**src/rtl/hsb_mipi_hdr_inserter.sv**
```systemverilog
// Purpose : prepends a CSI-2 packet header beat to an AXI-Stream payload.
// Latency : one cycle from header or payload acceptance to m_axis_tvalid.
// Backpr. : one registered output stage; hdr_ready/s_axis_tready drop while it is stalled.
//
// Ports:
//   axis_aclk / axis_aresetn   clock, asynchronous active-low reset
//   hdr_*                      header request (dt, vc, wc), consumed on hdr_ready
//   s_axis_*                   payload input stream (accepted only in PAYLOAD)
//   m_axis_*                   output stream; tuser[0] marks the header beat
//   pkt_count                  headers emitted (wraps)
//   wc_err_count               word-count mismatches (saturating)
// Optional feature: define HSB_MIPI_HDR_INS_WC_CHECK_EN to enable word-count
// checking of long packets; without it wc_err_count is tied to 0.
module hsb_mipi_hdr_inserter #(
    parameter int         C_AXIS_TUSER_WIDTH = 1,
    parameter int         C_AXIS_TDATA_WIDTH = 64,
    parameter logic [5:0] LONG_DT_MIN        = 6'h10
) (
    input  logic                            axis_aclk,
    input  logic                            axis_aresetn,
    input  logic                            hdr_valid,
    output logic                            hdr_ready,
    input  logic [5:0]                      hdr_dt,
    input  logic [1:0]                      hdr_vc,
    input  logic [15:0]                     hdr_wc,
    input  logic [C_AXIS_TDATA_WIDTH-1:0]   s_axis_tdata,
    input  logic [C_AXIS_TDATA_WIDTH/8-1:0] s_axis_tkeep,
    input  logic                            s_axis_tvalid,
    output logic                            s_axis_tready,
    input  logic                            s_axis_tlast,
    output logic [C_AXIS_TDATA_WIDTH-1:0]   m_axis_tdata,
    output logic [C_AXIS_TDATA_WIDTH/8-1:0] m_axis_tkeep,
    output logic [C_AXIS_TUSER_WIDTH-1:0]   m_axis_tuser,
    output logic                            m_axis_tvalid,
    input  logic                            m_axis_tready,
    output logic                            m_axis_tlast,
    output logic [31:0]                     pkt_count,
    output logic [15:0]                     wc_err_count
);

    localparam int KEEP_W = C_AXIS_TDATA_WIDTH / 8;

    localparam logic [0:0] ST_IDLE    = 1'b0;
    localparam logic [0:0] ST_PAYLOAD = 1'b1;

    logic [0:0]                    state_q,    state_d;
    logic                          out_vld_q,  out_vld_d;
    logic [C_AXIS_TDATA_WIDTH-1:0] out_dat_q,  out_dat_d;
    logic [KEEP_W-1:0]             out_keep_q, out_keep_d;
    logic                          out_user_q, out_user_d;
    logic                          out_last_q, out_last_d;
    logic [31:0]                   pkt_cnt_q,  pkt_cnt_d;

    logic out_free;
    logic hdr_load;
    logic pay_acc;
    logic hdr_short;

    always_comb begin
        out_free  = !out_vld_q || m_axis_tready;
        // Reset gating keeps hdr_ready low while the block is held in reset.
        hdr_load  = axis_aresetn && (state_q == ST_IDLE) && hdr_valid && out_free;
        pay_acc   = (state_q == ST_PAYLOAD) && out_free && s_axis_tvalid;
        // Short data types and zero-length long packets have no payload phase.
        hdr_short = (hdr_dt < LONG_DT_MIN) || (hdr_wc == 16'd0);

        state_d    = state_q;
        out_vld_d  = out_vld_q;
        out_dat_d  = out_dat_q;
        out_keep_d = out_keep_q;
        out_user_d = out_user_q;
        out_last_d = out_last_q;
        pkt_cnt_d  = pkt_cnt_q;

        if (out_free) begin
            out_vld_d = 1'b0;
        end

        if (hdr_load) begin
            out_vld_d        = 1'b1;
            out_dat_d        = '0;
            out_dat_d[23:0]  = {hdr_wc, hdr_vc, hdr_dt};
            out_keep_d       = '1;
            out_user_d       = 1'b1;
            out_last_d       = hdr_short;
            pkt_cnt_d        = pkt_cnt_q + 32'd1;
            if (!hdr_short) begin
                state_d = ST_PAYLOAD;
            end
        end else if (pay_acc) begin
            out_vld_d  = 1'b1;
            out_dat_d  = s_axis_tdata;
            out_keep_d = s_axis_tkeep;
            out_user_d = 1'b0;
            out_last_d = s_axis_tlast;
            if (s_axis_tlast) begin
                state_d = ST_IDLE;
            end
        end
    end

    always_ff @(posedge axis_aclk or negedge axis_aresetn) begin
        if (!axis_aresetn) begin
            state_q    <= ST_IDLE;
            out_vld_q  <= 1'b0;
            out_dat_q  <= '0;
            out_keep_q <= '0;
            out_user_q <= 1'b0;
            out_last_q <= 1'b0;
            pkt_cnt_q  <= '0;
        end else begin
            state_q    <= state_d;
            out_vld_q  <= out_vld_d;
            out_dat_q  <= out_dat_d;
            out_keep_q <= out_keep_d;
            out_user_q <= out_user_d;
            out_last_q <= out_last_d;
            pkt_cnt_q  <= pkt_cnt_d;
        end
    end

`ifdef HSB_MIPI_HDR_INS_WC_CHECK_EN
    logic [15:0] beat_cnt_q,  beat_cnt_d;
    logic [15:0] exp_beats_q, exp_beats_d;
    logic [3:0]  exp_keep_q,  exp_keep_d;
    logic [15:0] err_cnt_q,   err_cnt_d;
    logic [16:0] wc_round_up;
    logic [3:0]  keep_ones;
    logic [15:0] beat_cnt_inc;

    always_comb begin
        wc_round_up  = {1'b0, hdr_wc} + 17'd7;
        beat_cnt_inc = beat_cnt_q + 16'd1;
        keep_ones    = 4'd0;
        for (int i = 0; i < KEEP_W; i++) begin
            keep_ones = keep_ones + {3'b000, s_axis_tkeep[i]};
        end

        beat_cnt_d  = beat_cnt_q;
        exp_beats_d = exp_beats_q;
        exp_keep_d  = exp_keep_q;
        err_cnt_d   = err_cnt_q;

        if (hdr_load) begin
            beat_cnt_d  = 16'd0;
            exp_beats_d = {2'b00, wc_round_up[16:3]};
            // A word count that is a multiple of 8 ends on a full beat.
            exp_keep_d  = (hdr_wc[2:0] == 3'd0) ? 4'd8 : {1'b0, hdr_wc[2:0]};
        end else if (pay_acc) begin
            beat_cnt_d = beat_cnt_inc;
            if (s_axis_tlast && ((beat_cnt_inc != exp_beats_q) || (keep_ones != exp_keep_q))
                && (err_cnt_q != 16'hFFFF)) begin
                err_cnt_d = err_cnt_q + 16'd1;
            end
        end
    end

    always_ff @(posedge axis_aclk or negedge axis_aresetn) begin
        if (!axis_aresetn) begin
            beat_cnt_q  <= '0;
            exp_beats_q <= '0;
            exp_keep_q  <= '0;
            err_cnt_q   <= '0;
        end else begin
            beat_cnt_q  <= beat_cnt_d;
            exp_beats_q <= exp_beats_d;
            exp_keep_q  <= exp_keep_d;
            err_cnt_q   <= err_cnt_d;
        end
    end

    assign wc_err_count = err_cnt_q;
`else
    assign wc_err_count = 16'd0;
`endif

    assign hdr_ready     = hdr_load;
    assign s_axis_tready = (state_q == ST_PAYLOAD) && out_free;
    assign m_axis_tvalid = out_vld_q;
    assign m_axis_tdata  = out_dat_q;
    assign m_axis_tkeep  = out_keep_q;
    assign m_axis_tlast  = out_last_q;
    assign pkt_count     = pkt_cnt_q;

    always_comb begin
        m_axis_tuser    = '0;
        m_axis_tuser[0] = out_user_q;
    end

endmodule

```
**config.mk**
```make
export PLATFORM = sky130hd
export DESIGN_NAME = hsb_mipi_hdr_inserter
export DESIGN_NICKNAME = d
export VERILOG_FILES = /design/src/rtl/hsb_mipi_hdr_inserter.sv
export SDC_FILE = /design/constraint.sdc
export NUM_CORES = 1
export LEC_CHECK = 0
export BUFFER_PORTS_ARGS = -buffer_cell sky130_fd_sc_hd__buf_2
export CAP_MARGIN = 10
export CORE_ASPECT_RATIO = 1.25
export CORE_MARGIN = 2
export CORE_UTILIZATION = 46
export DETAILED_ROUTE_END_ITERATION = 8
export GPL_TIMING_DRIVEN = 0
export PLACE_DENSITY = 0.81
export REMOVE_ABC_BUFFERS = 1
export SLEW_MARGIN = 20
export SYNTH_ARGS = -nofsm -noshare
export SYNTH_HDL_FRONTEND = slang
export SYNTH_SLANG_ARGS = --single-unit
```
**constraint.sdc**
```tcl
create_clock -name axis_aclk -period 2.35 [get_ports axis_aclk]
set_clock_uncertainty 0.15 [all_clocks]
set_input_delay 0.1175 -clock axis_aclk [delete_from_list [all_inputs] [get_ports axis_aclk]]
set_output_delay 0.1175 -clock axis_aclk [all_outputs]
set_load 0.005 [all_outputs]
```
==> results of run 1 <==
[flip-flops by register name (all words and copies together) (netlist names)]
| register | flops |
|---|---|
| pkt_count | 32 |
| m_axis_tvalid | 1 |
| m_axis_tdata | 64 |
| state_q | 1 |
| m_axis_tlast | 1 |
| m_axis_tkeep | 8 |
| m_axis_tuser | 1 |
[metrics by stage]
step	TNS, ns	setup slack, ns	cells	hold slack [ns]
global placement	-278.36	-3.40	698	0.170
floorplan	-90.79	-1.53	362	-0.328
detailed placement	-26.98	-0.551	700	-0.0653
global route	0	0.00813	828	0.0768
CTS	0	0.0317	823	0.00655
finish	0	0.0902	828	0.0544
[cells in the mapped netlist (2+ instances only)]
master	number	area share
nand3_1	9	0.010
nor2_1	15	0.013
buf_1	3	0.0025
nor3_2	6	0.013
o21ai_0	6	0.0067
or2_2	2	0.0028
mux2i_1	6	0.013
xnor2_1	13	0.025
a22o_1	41	0.080
nor3_1	3	0.0034
inv_1	5	0.0042
nand2_1	61	0.051
and3_1	2	0.0028
buf_4	16	0.027
a22oi_1	18	0.030
dfrtp_1	108	0.60
and4b_1	2	0.0045
nand4_1	9	0.013
nand2b_1	2	0.0028
clkbuf_1	15	0.013
xor2_1	18	0.035
o22a_1	8	0.016
nor4_1	5	0.0070
buf_2	3	0.0034
[what timing repair did]
action | in CTS | in global routing
pin swaps | 0 | 4
hold buffers | 107 | 0
endpoints found under the setup margin | 46 | 53
gates cloned | 0 | 5
resized for setup | 1 | 2
endpoints found under the hold margin | 182 | 0
[how the worst min path moves through the flow]
stage                       start              end  slack (ns)  cells past startpoint
CTS                 m_axis_tready    m_axis_tvalid       0.007                      3
global placement        hdr_dt[0]  m_axis_tdata[0]        0.17                      3
global route            hdr_dt[5]     m_axis_tlast        0.08                      3
finish                  hdr_dt[5]     m_axis_tlast        0.05                      3
detailed placement   axis_aresetn     pkt_count[8]       -0.07                      1
floorplan            axis_aresetn  m_axis_tdata[0]       -0.33                      0
[cell type report]
cell class	instances	area, um^2	share of cell area
Tap cell	126	158	0.0222
Clock buffer	11	253	0.0356
Timing Repair Buffer	319	2260	0.318
Sequential cell	108	2700	0.380
Multi-Input combinational cell	254	1680	0.237
Inverter	5	18.8	0.00264
Clock inverter	5	35.0	0.00493
[report_power, final]
group          switching [mW]  internal, mW
sequential              0.428          2.48
clock                   0.674         0.779
combinational            1.15          1.18
[worst reg2reg max path, stage by stage, from the launching register on]
cell	delay, ns
dfrtp_1	0.40
nand2b_1	0.32
and3_4	0.49
a22oi_1	0.15
dlygate4sd3_1	0.61
nand2_1	0.07
[logic make-up (layout without fill, tap and decap cells)]
family / after synthesis / after routing
adders and majority gates: 1 / 1
and+or+nand+nor: 119 / 124
buffers and inverters: 42 / 340
muxes: 7 / 7
AOI/OAI and AO/OA: 75 / 75
DFF: 108 / 108
other: 1 / 16
xor gates and xnor gates: 31 / 31
[per-layer routing]
| metal | part of all wire | global-route usage | vias up |
|---|---|---|---|
| met3 | 0.071 | 0.0658 | 53 |
| met5 | 0 | 0 | - |
| met1 | 0.37 | 0.327 | 2144 |
| met2 | 0.52 | 0.505 | 278 |
| met4 | 0.036 | 0.134 | 0 |
| li1 | - | - | 1960 |
==> impl_results.md, run 1 <==
* DRC violation count after routing at 0
* Cell area after synthesis at around 4500 um^2
* FF-to-FF End: m_axis_tdata[21]
* Vias in the first global route at approximately 4600
* Slew Viols, Final at 0
* Final instance area at a little over 7000 um^2
* Max-slew headroom at the worst pin at 0.470
* Total wire length at approximately 16 mm
* FF-to-FF setup slack at roughly 0.11 ns
* Final period utilization at 0.962
* Initial DRC count at between 200 and 300
* CTS Root Cell: clkbuf_16
* Distinct cells, synth at 32
* Filler cell count at 619
* Setup Buffers After CTS at 0
* Largest stage delay on the critical path at ~0.58 ns
* Startpoint Class: input port
* Lkg Pwr at 3.65 nW
* Global route overflow at 0
* Synth Warn # at 0
* Layout cell share with drive strength beyond 1 at 0.360
* Post-Synth Simple-Gate Area at 0.131
* Synth Area in Adders at 0.00279
* Synth Register Bits at 108
* Syn_area_per_cell at 11.7 um^2
* Share of flip-flops with an asynchronous set or reset at 1.00
* Total Power at 6.70 mW
* Area growth syn-to-layout at 58.6%
* RePlAce Congestion at ~0.83
* First-pass DRT Iterations at 5
* # rows at 40
* Critical-path top delay cell: dlygate4sd3_1
* Post-Synth XOR/XNOR Area at 0.0606
* Register-to-Register Path Depth at 5
* Routed via count at 4435
* Critical R2R Launch: m_axis_tvalid
* Post-DP Area at between 5000 and 6000 um^2
* Post-route minimum period at ~2.3 ns
* Tightest Pin Transition at around 0.8 ns
* EDFF count, synth at 0
* CTS tree: yes
* Run status: finished, final reports clean
* Crit path max fanout at 2
* Setup Viol. Count Final at 0
* RSZ-0062 raised after global routing: no
* Pwr Density at 942 nW/um^2
* Clk Latency, worst-skew pair at approximately 0.34 ns
* Routed WL per cell at 19.3 um
* WP buf/inv at 3
* Nets at 800
* Crit path kind: in2reg
* TritonCTS Sinks at 108
* CP Launch Point: hdr_wc[7]
* Post-layout util at 0.743
* Crit path top cell by count: dlygate4sd3_1
* Worst-path cell chain: dlygate4sd3_1 -> buf_2 -> nor4_1 -> nand4_1 -> o211ai_1 -> dlygate4sd3_1 -> nand2_1
* Clk slew on worst S/H paths at around 0.070 ns
* Instance count on the critical path at 7
* Die area at 10600 um^2
* Worst Setup EP: state_q
* Mapped Cells at approximately 380
* Die width at 92.3 um
* N_diodes at 0
* Initial antenna violation count at 0
* CP required at ~2.4 ns
* Sequential-to-total area share from yosys stat at 0.603
* Number of CTS-inserted buffers at 9
* Global-route usage over all layers at 0.285
* Initial Util at 0.469
* Max-Cap Viols at 0
* Clk buf depth at 2
* Ports at approximately 230
* # port buffers at 210
* WP data arrival at between 2 and 2.5 ns
* Largest family of logic cells by synthesized area: compound AO/OA/AOI/OAI gates
* Mux cell area share after synthesis at 0.0159
* First-pass GRT wire length at ~23 mm
* # H-tree levels at 3
* Pin count of the biggest net entering global routing at 68
* Peak Freq at about 440 MHz
* Die H at approximately 110 um
* Hold Fails Final Rpt at 0
* Core area at 9560 um^2
* Worst hold path type: in2reg
* Worst setup EP type: register
* VDD IR-drop max at 547 uV
* Via/cell ratio at approximately 5.4
* Area fraction in compound gates after synthesis at 0.136
* Final ANT Viol Nets at 0
* Delay-heaviest family, CP: buffers and inverters
* Final HPWL DP at 8.16 mm
* Commonest non-fill, non-tap cell in the layout: buf_2
* Commonest non-fill, non-tap cells in the layout: buf_2 (209), dfrtp_1 (108), dlygate4sd3_1 (102)
* Synth Flop Type: dfrtp_1
(Power assumes the default switching activity.)
==> run 2: changes to the inputs <==
Settings changed: CORE_UTILIZATION 46 to 32, PLACE_DENSITY 0.81 to not set.
==> run 2 against run 1 <==
- fmax rose by 1.2%
- critical endpoint is now m_axis_tdata[17]
- cell count rose by 5.1%
- largest cell class unchanged
- power barely moved
- routed wire length fell by 12%
- first-iteration DRC count fell by 31%
- clock-buffer cell count did not move
==> impl_results.md, run 2 (synthesis results as in run 1) <==
* Slew Viols, Final at 0 (unchanged)
* Startpoint Class: register
* Hold Fails Final Rpt at 0 (unchanged)
* Number of flip-flops in the largest register at 64 (unchanged)
* # port buffers at 210 (unchanged)
* Power share of the sequential group at 0.427 (-0.007)
* Die H at 136 um (+19%)
* Initial DRC count at 180 (-31%)
* CP required at 2.49 ns (+0.05 ns)
* Final hold slack at 0.0379 ns (-0.0165 ns)
* First-pass GRT wire length at 20.8 mm (-11%)
* Final Worst Setup Slack at 0.117 ns (+0.0266 ns)
* Initial Util at 0.326 (-0.143)
* TritonCTS Sinks at 108 (unchanged)
* Register-to-Register Path Depth at 6 (+1)
* CTS tree: yes
* Sw Pwr at 2.18 mW (-3.2%)
* Total Power at 6.70 mW (about the same)
* Final ANT Viol Nets at 0 (unchanged)
* Post-route minimum period at 2.23 ns (-0.0266 ns)
* Final period utilization at 0.950 (-0.0113)
* Area growth syn-to-layout at 57.2%
* Max-slew headroom at the worst pin at 0.591 (+0.121)
* Commonest non-fill, non-tap cell in the layout: buf_2
* Pre-CTS WS at -0.326 ns (+0.224 ns)
* Die width at 110 um (+19%)
* Setup Viol. Count Final at 0 (unchanged)
* Core area at 13800 um^2 (+44%)
* Ports at 227 (unchanged)
* Total wire length at 14.0 mm (-12%)
* Placed insts at 750 (+7.1%)
* Final HPWL DP at 8.58 mm (+5.2%)
* Max-Cap Viols at 0 (unchanged)
* Global-route usage over all layers at 0.180 (-0.106)
* WP data arrival at 2.37 ns (+0.02 ns)
* Worst hold path type: in2reg
* Routed via count at 4235 (-4.5%)
* RePlAce Congestion at 0.802 (-2.8%)
* Worst-path cell chain: nand2b_2 -> and3_4 -> buf_12 -> a22oi_1 -> dlygate4sd3_1 -> nand2_1
* Hold Path Depth at 3 (unchanged)
* Lkg Pwr at 3.58 nW (-2.0%)
* Peak Freq at 448 MHz (+1.2%)
* Pwr Density at 951 nW/um^2 (+0.87%)
* First-pass DRT Iterations at 5 (unchanged)
* Initial antenna violation count at 0 (unchanged)
* Gate power share at 0.345 (-0.004)
* CTS Root Cell: clkbuf_16
* # H-tree levels at 3 (unchanged)
* VDD IR-drop max at 528 uV (-3.4%)
* Die area at 15000 um^2 (+42%)
* Global route overflow at 0 (unchanged)
* Routed WL per cell at 16.1 um (-16%)
* Clock power share at 0.228 (+0.011)
* Vias in the first global route at 4290 (-6.1%)
* Nets at 793 (-0.88%)
* Critical-path top delay cell: dlygate4sd3_1
* # rows at 48 (+20%)
* Crit path max fanout at 41 (+39)
* RSZ-0062 raised after global routing: no
* Pin count of the biggest net entering global routing at 60 (-12%)
* Clk Latency, worst-skew pair at 0.34 ns (about the same)
* Run status: finished, final reports clean
* Number of CTS-inserted buffers at 9 (unchanged)
* Layout cell share with drive strength beyond 1 at 0.354 (-0.00644)
* Tightest Pin Transition at 0.613 ns (-0.179 ns)
* WP buf/inv at 2 (-1)
* Clk slew on worst S/H paths at 0.07 ns (about the same)
* Delay-heaviest family, CP: buffers and inverters
* Pint at 4.52 mW (+1.7%)
* N_diodes at 0 (unchanged)
* DRC violation count after routing at 0 (unchanged)
* Clk buf depth at 2 (unchanged)
* Largest stage delay on the critical path at 0.60 ns (+0.02 ns)
* Commonest non-fill, non-tap cells in the layout: buf_2 (209), dfrtp_1 (108), dlygate4sd3_1 (100)
* Instance count on the critical path at 6 (-1)
* Post-Layout Cell Count at 870 (+5.1%)
* Sw Share at 0.325 (-0.0109)
* Via/cell ratio at 4.87 (-9.1%)
* Worst setup EP type: register
* Crit path kind: reg2reg
run 2: cell count changes in the layout (fill, tap and decap cells not counted), sizes merged:
cell,previous run,this run
and3,4,3
and4b,4,3
buf,217,214
bufinv,0,1
clkinvlp,1,0
dlygate4sd3,102,100
run 2: cell type report:
| class | instances | area (um^2) |
|---|---|---|
| flip-flops and latches | 108 | 2700 |
| multi-input cells | 252 | 1660 |
| inverters | 5 | 18.8 |
| clock inverters | 5 | 61.3 |
| repair buffers | 314 | 2150 |
| fillers | 1192 | 6710 |
| well taps | 175 | 219 |
| clock buffers | 11 | 233 |
run 2: worst paths after layout:
check	from	endpoint	slack, ns
setup / recovery	m_axis_tvalid	m_axis_tdata[17]	0.12
hold / removal	m_axis_tready	m_axis_tvalid	0.04
setup reg to reg	m_axis_tvalid	m_axis_tdata[17]	0.12
hold reg to reg	pkt_count[31]	pkt_count[31]	0.31
max in group asynchronous	axis_aresetn	m_axis_tdata[8]	1.57
min in group asynchronous	axis_aresetn	pkt_count[16]	0.19
run 2: per-layer routing:
metal / share of wire / track usage
met1: 0.39 / 0.211
met2: 0.53 / 0.310
met3: 0.064 / 0.0422
met4: 0.023 / 0.0738
met5: 0 / 0
run 2: power by group through the flow:
| stage | logic [mW] | registers [mW] | clock network (mW) |
|---|---|---|---|
| 6_report | 2.31 | 2.86 | 1.53 |
| 3_5_place_dp | 2.08 | 2.85 | 0 |
| 4_1_cts | 2.27 | 2.84 | 1.57 |
| 2_1_floorplan | 0.905 | 2.90 | 0 |
| 3_3_place_gp | 1.99 | 2.85 | 0 |
| 5_1_grt | 2.54 | 2.94 | 1.63 |
run 2: per-stage QoR:
| stage | util | TNS (ns) | cell area, um^2 |
|---|---|---|---|
| floorplan | - | -90.79 | 4330 |
| global placement | 0.407 | -312.86 | 5600 |
| detailed placement | 0.414 | -13.25 | 5690 |
| CTS | 0.510 | 0 | 7020 |
| global route | 0.512 | 0 | 7040 |
| finish | 0.512 | 0 | 7040 |
run 2: worst reg2reg max path, stage by stage (launching register included):
cell and delay (ns):
dfrtp_1 0.40, nand2b_2 0.18, and3_4 0.37, buf_12 0.26
a22oi_1 0.15, dlygate4sd3_1 0.60, nand2_1 0.06
run 2: repair_timing:
| action | CTS | global route |
|---|---|---|
| setup endpoints to repair | 44 | 53 |
| hold endpoints to repair | 133 | 0 |
| setup buffers | 0 | 0 |
| cloned | 0 | 3 |
| gates resized for setup | 1 | 1 |
| pin swaps | 0 | 4 |
| hold buffers | 101 | 0 |
